`src/rtl/tweet_rx.sv`:
```
// tweet_rx: oversampling serial receiver for the tweet board.
// Synchronises serialIn, validates the start bit at its centre, shifts in
// 8 data bits LSB-first, checks the stop bit and presents each good byte on
// a registered data bus with a one-cycle valid strobe and a backspace flag.
// Optional even-parity bit between bit 7 and stop: define TWEET_RX_PARITY_EN.
module tweet_rx #(
  parameter int unsigned CLKS_PER_BIT = 5208,
  parameter int unsigned HALF_BIT     = 2604
) (
  input  logic       sysclk,
  input  logic       reset,
  input  logic       serialIn,
  output logic [7:0] data,
  output logic       valid,
  output logic       is_bs,
  output logic       frame_err,
  output logic       parity_err,
  output logic       busy
);

  localparam int unsigned   CW        = $clog2(CLKS_PER_BIT);
  localparam logic [CW-1:0] BIT_LAST  = CW'(CLKS_PER_BIT - 1);
  localparam logic [CW-1:0] HALF_LAST = CW'(HALF_BIT - 1);

  localparam logic [2:0] IDLE   = 3'd0;
  localparam logic [2:0] START  = 3'd1;
  localparam logic [2:0] DATA   = 3'd2;
  localparam logic [2:0] STOP   = 3'd3;
  localparam logic [2:0] BREAK  = 3'd4;
`ifdef TWEET_RX_PARITY_EN
  localparam logic [2:0] PARITY = 3'd5;
`endif

  logic          sync1;
  logic          rx_s;
  logic [2:0]    state;
  logic [CW-1:0] cnt;
  logic [2:0]    bit_idx;
  logic [7:0]    shift;
`ifdef TWEET_RX_PARITY_EN
  logic          par_bit;
`endif

  assign busy = (state != IDLE);

  // Two-flop synchroniser; the line idles high so both flops reset to 1.
  always_ff @(posedge sysclk or posedge reset) begin
    if (reset) begin
      sync1 <= 1'b1;
      rx_s  <= 1'b1;
    end else begin
      sync1 <= serialIn;
      rx_s  <= sync1;
    end
  end

  // Frame FSM: counter clears at each sample point and on state entry.
  always_ff @(posedge sysclk or posedge reset) begin
    if (reset) begin
      state      <= IDLE;
      cnt        <= '0;
      bit_idx    <= '0;
      shift      <= '0;
      data       <= '0;
      valid      <= 1'b0;
      is_bs      <= 1'b0;
      frame_err  <= 1'b0;
`ifdef TWEET_RX_PARITY_EN
      par_bit    <= 1'b0;
      parity_err <= 1'b0;
`endif
    end else begin
      valid     <= 1'b0;
      frame_err <= 1'b0;
`ifdef TWEET_RX_PARITY_EN
      parity_err <= 1'b0;
`endif
      case (state)
        IDLE: begin
          cnt     <= '0;
          bit_idx <= '0;
          if (!rx_s) state <= START;
        end
        START: begin
          if (cnt == HALF_LAST) begin
            cnt     <= '0;
            bit_idx <= '0;
            state   <= rx_s ? IDLE : DATA;
          end else begin
            cnt <= cnt + CW'(1);
          end
        end
        DATA: begin
          if (cnt == BIT_LAST) begin
            cnt     <= '0;
            shift   <= {rx_s, shift[7:1]};
            bit_idx <= bit_idx + 3'd1;
`ifdef TWEET_RX_PARITY_EN
            if (bit_idx == 3'd7) state <= PARITY;
`else
            if (bit_idx == 3'd7) state <= STOP;
`endif
          end else begin
            cnt <= cnt + CW'(1);
          end
        end
`ifdef TWEET_RX_PARITY_EN
        PARITY: begin
          if (cnt == BIT_LAST) begin
            cnt     <= '0;
            par_bit <= rx_s;
            state   <= STOP;
          end else begin
            cnt <= cnt + CW'(1);
          end
        end
`endif
        STOP: begin
          if (cnt == BIT_LAST) begin
            cnt <= '0;
            if (!rx_s) begin
              frame_err <= 1'b1;
              state     <= BREAK;
            end
`ifdef TWEET_RX_PARITY_EN
            else if (par_bit != ^shift) begin
              parity_err <= 1'b1;
              state      <= IDLE;
            end
`endif
            else begin
              valid <= 1'b1;
              data  <= shift;
              is_bs <= (shift == 8'h08);
              state <= IDLE;
            end
          end else begin
            cnt <= cnt + CW'(1);
          end
        end
        BREAK: begin
          cnt <= '0;
          if (rx_s) state <= IDLE;
        end
        default: begin
          cnt   <= '0;
          state <= IDLE;
        end
      endcase
    end
  end

`ifndef TWEET_RX_PARITY_EN
  assign parity_err = 1'b0;
`endif

endmodule

```
`config.mk`:
```
export PLATFORM = sky130hd
export DESIGN_NAME = tweet_rx
export DESIGN_NICKNAME = d
export VERILOG_FILES = /design/src/rtl/tweet_rx.sv
export SDC_FILE = /design/constraint.sdc
export NUM_CORES = 1
export LEC_CHECK = 0
export ABC_AREA = 1
export BUFFER_PORTS_ARGS = -buffer_cell sky130_fd_sc_hd__clkbuf_2
export CORE_MARGIN = 2
export CORE_UTILIZATION = 58
export CTS_CLUSTER_SIZE = 40
export DETAILED_ROUTE_END_ITERATION = 8
export GPL_TIMING_DRIVEN = 0
export PLACE_DENSITY = 0.88
export SLEW_MARGIN = 20
export SYNTH_ARGS = -nofsm -noshare
export SYNTH_HDL_FRONTEND = slang
export SYNTH_SLANG_ARGS = --single-unit
```
`constraint.sdc`:
```
create_clock -name sysclk -period 1.95 [get_ports sysclk]
set_clock_uncertainty 0.2 [all_clocks]
set_input_delay 0.585 -clock sysclk [delete_from_list [all_inputs] [get_ports sysclk]]
set_output_delay 0.585 -clock sysclk [all_outputs]
set_load 0.1 [all_outputs]
```
Yosys cells after proc, flatten, opt, wreduce, memory -nomap -nowiden
Cells that the tools add are included.
{"block": "totals", "ff_bits": 40, "inputBits": 3, "out_inout_bits": 13}
{"block": "classes", "addsub": 2, "eq_ne": 14, "mux": 21, "reduce_logical": 8}
{"cell": "$mux 3", "n": 9}
{"cell": "$mux 13", "n": 2}
{"cell": "$pmux 13 s2", "n": 1}
{"cell": "$pmux 3 s5", "n": 1}
{"cell": "$add 13x1->13 const B", "n": 1}
{"cell": "$eq 13x12->1 const B", "n": 1}
{"cell": "$eq 13x13->1 const B", "n": 1}
{"cell": "$ne 2x2->1 const B", "n": 6}
{"cell": "$pmux 3 s3", "n": 1}
{"cell": "$eq 8x4->1 const B", "n": 1}
{"cell": "$eq 3x2->1 const B", "n": 2}
{"cell": "$eq 3x3->1 const B", "n": 2}
{"cell": "$mux 1", "n": 6}
{"cell": "$reduce_and 3->1", "n": 2}
{"cell": "$reduce_and 6->1", "n": 1}
{"cell": "$reduce_bool 3->1", "n": 2}
{"cell": "$add 3x1->3 const B", "n": 1}
{"cell": "$eq 3x1->1 const B", "n": 1}
{"cell": "$logic_not 3->1", "n": 1}
{"cell": "$mux 2", "n": 1}
{"cell": "$reduce_and 2->1", "n": 1}
{"cell": "$reduce_or 2->1", "n": 1}

Depth between registers and ports, before layout
{"block": "depth", "depth_word": 4, "ltp_mapped": 10}

Worst setup path after synthesis
No wires, ideal clock.
{"block": "synth_path", "kind": "reg-to-output", "start": "register state[0]", "end": "output busy", "t_arrival_ns": 1.188, "path_slack_ns": -0.023, "stages_incl_launch_ff": 3, "cell_sequence": "dfrtp_1 > nor2_1 > nand2_1"}
{"block": "synth_via", "elab_chain_len": 1}
{"item": "from (decl)", "line_no": "36", "rtl": "logic [2:0] state;"}
{"item": "from (signal assigned)", "line_no": "88", "rtl": "state <= rx_s ? IDLE : DATA;"}
{"item": "$reduce_bool 3->1", "line_no": "44", "rtl": "assign busy = (state != IDLE);"}
{"item": "to (decl)", "line_no": "18", "rtl": "output logic busy"}
No other way between the ends.

Final worst setup path
{"block": "layout_path", "start": "register state[1]", "end": "output busy"}
Same word-level chain as after synthesis.

==> results_dict.tcl <==
set metrics [dict create \
    status "complete, but fails checks" \
    violations "setup timing" \
    layout.nets 274 \
    min_period_ns 1.97 \
    setup_ws_ns -0.0247 \
    min_path_cells 1 \
    syn_avg_cell_area_um2 8.14 \
    syn2layout_area_growth_pct 16.9 \
    cts_made_buffers 5 \
    use_met3_pct 6.31 \
    maxCapViolations 0 \
    synth_fp_nets 249 \
    setup_viol_count_final 1 \
    power_density_nw_per_um2 631 \
    yosysWarnings 0 \
    p_clk_share_pct 40.2 \
    core_area_um2 3310 \
    grt_max_degree 30 \
    die_width_um 62.4 \
    fin_setup_tns_ns -0.0247 \
    fp.dieH_um 62.4 \
    wl_per_cell_um 11.7 \
    row_count 21 \
    root_buffer "clkbuf_4" \
    synth_top_area_share_pct 48.1 \
    slew_violations 0 \
    synth_top_cells_by_count "nand2_1, dfrtp_1, inv_1, nor2_1, nand3_1" \
    num_vias 1598 \
    total_power_mw 1.46 \
    tritoncts "yes" \
    drive_above_1_share_pct 21.2 \
    p_seq_share_pct 57.3 \
    synthFlopType "dfrtp_1" \
    placed_area_um2 2130 \
    grt_pass1_wl_um 6600 \
    synthMostInstantiatedCell "nand2_1" \
    swShare_pct 21.2 \
    hp-start "serialIn" \
    finalWirelength_um 3690 \
    gp_congestion 0.838 \
    worstHoldEndpoint "sync1" \
    dpl.hpwl_um 2640 \
    max_freq_ghz 0.506 \
    yosysSeqAreaShare_pct 50.7 \
    grt-ovfl-total 0 \
    power.net_switching_uw 309 \
    clockBufferDepth 2 \
    synth-edff-count 0 \
    ios 16 \
    drcViolationCount 0 \
    crit_type "flip-flop to output pin" \
    cts.sinks 40 \
    synth_area_um2 1980 \
    cp.required_ns 1.16 \
    p_leak_nw 1.19 \
    cpPeakStageDelay_ns 0.43 \
    yosys-top-cells-area "dfrtp_1, nand2_1, inv_1" \
    synth_top_area_cell "dfrtp_1" \
    met1_usage_pct 27.8 \
    critPathLaunchType "flip-flop" \
    worstSkewPairLatency_ns 0.36 \
    endpoint_kind "output pin" \
    ys_ff_latch 40 \
    grt_pass1_vias 1553 \
    rsz0062_at_grt "yes" \
    fin_area_um2 2310 \
    firstDrtPassIters 4 \
    p_comb_share_pct 2.5 \
    fp.dieArea_um2 3890 \
    reg2reg_setup_slack_ns 0.16 \
    fin_util_pct 69.8 \
    pre_cts_ws_ns 0.0719 \
    hold_path_class "primary input to flip-flop" \
    synth_cell_types 25 \
    reg2regPathDepth 9 \
    antenna_found_initial 0 \
    antenna_cells 0 \
    start_util_pct 59.8 \
    crit_path_cell_trace "nor2_4 > nand2_2 > clkbuf_16" \
    path_clk_slew_ns 0.13 \
    port_buffers 14 \
    arrival_ns 1.19 \
    vdd_ir_drop_max_uv 649 \
    synthArstFlopShare_pct 100 \
    r2r-end "cnt[1]" \
    path_max_fanout 3 \
    drtIter0Drc 111 \
    critPathSlowestCell "dfrtp_1" \
    grt_use_total_pct 21.7 \
    p_int_mw 1.15 \
    via_per_inst 5.07 \
    post-route-period-util_pct 101 \
    busiest_layer "met2" \
    crit_family "flip-flops" \
    use_met2_pct 34.5 \
    ant_nets 0 \
    worstPathBufferInverterCount 1 \
    hold_violations 0 \
    cts-htree-levels 2 \
    syn_inst 243 \
    regToRegStartpoint "cnt[0]" \
]
-- worst max path at each step --
stage | from | slack [ns] | to | cells after the start
3_3_place_gp | reset | -0.21 | cnt[11] | 2
4_1_cts | state[1] | -0.05 | busy | 3
2_1_floorplan | state[0] | 0.20 | busy | 2
3_5_place_dp | state[0] | 0.07 | busy | 3
6_report | state[1] | -0.02 | busy | 3
5_1_grt | state[2] | -0.09 | busy | 3
-- through the flow --
stage / std cells / hold slack, ns
3_5_place_dp: 304 / 0.152
6_report: 315 / 0.114
4_1_cts: 315 / 0.0898
5_1_grt: 315 / 0.0789
2_1_floorplan: 243 / 0.145
3_3_place_gp: 303 / 0.150
-- kinds of logic after synthesis --
logic type                 count (synthesis)  share of synthesized area, %
xor gates and xnor gates                   6                          2.66
and+or+nand+nor                          137                          32.0
adders and majority gates                  3                          1.90
other                                      1                         0.190
DFF                                       40                          50.7
AOI/OAI and AO/OA                         18                          4.55
buffers and inverters                     38                          7.97
-- what timing repair did --
item | CTS | global route
hold buffers | 1 | 0
resized for setup | 15 | 5
endpoints found under the setup margin | 11 | 11
cloned | 0 | 0
hold endpoints to repair | 11 | 0
buffers inserted | 2 | 0
-- layout make-up --
cell class	instances	area, um^2
buffer	3	26.3
clock inverter	2	38.8
timing repair buffer	18	160
clock buffer	6	51.3
multi-input combinational	165	842
fill	259	998
sequential	40	1000
inverter	35	131
tap	46	57.6
-- worst reg2reg max path: stages, from the launching register on --
cell,delay (ns)
dfrtp_1,0.39
ha_1,0.23
nand2_2,0.11
nor2_4,0.13
nand3_4,0.13
nand2_1,0.09
nand2_1,0.08
inv_2,0.10
buf_4,0.17
nor2_1,0.06
-- state kept, by name, summed over array words and instances (netlist names) --
name and flops:
bit_idx 3, sync1 1, rx_s 1, state 3, is_bs 1, shift 8
valid 1, data 8, cnt 13, frame_err 1
-- layout by cell type, fill, tap and decap left out --
master         synthesis  final
a21oi_1                1      1
buf_12                 0      1
buf_2                  0      1
buf_4                  2      4
buf_6                  1      1
bufinv_16              0      1
clkbuf_16              0      1
clkbuf_2               0      2
clkbuf_4               0     15
clkbuf_8               0      1
clkinv_4               0      1
conb_1                 1      1
dfrtp_1               38     37
dfrtp_2                0      1
dfstp_2                2      2
dlygate4sd3_1          0      1
ha_1                   3      3
inv_1                 29     28
inv_2                  6      7
nand2_1               79     78
nand2_2                4      5
nand3_1               14     13
nand3_2                1      2
nand3_4                1      1
nand4_1                3      3
nor2_1                22     21
nor2_2                 3      2
nor2_4                 3      5
nor3_1                 3      2
nor3_2                 0      1
nor3_4                 2      2
nor4_1                 1      1
o21ai_0               13     13
o21ai_1                4      4
or2_2                  1      1
xor2_1                 6      6
-- power by group through the flow --
stage	clock network, mW	logic [mW]	registers (mW)
final	0.586	0.0370	0.835
after global routing	0.639	0.0418	0.836
after CTS	0.604	0.0384	0.835
after detailed placement	0	0.0368	0.851
after global placement	0	0.0307	0.851
after floorplan	0	0.0244	0.850
-- metal layers --
| metal | part of all wire, % | vias to the layer above | wire length, um |
|---|---|---|---|
| li1 | - | 805 | - |
| met1 | 46 | 763 | 1680 |
| met2 | 49 | 24 | 1800 |
| met3 | 3.8 | 6 | 141 |
| met4 | 1.7 | 0 | 62 |
| met5 | 0 | - | 0 |
Power figures use the tool's default switching activity.
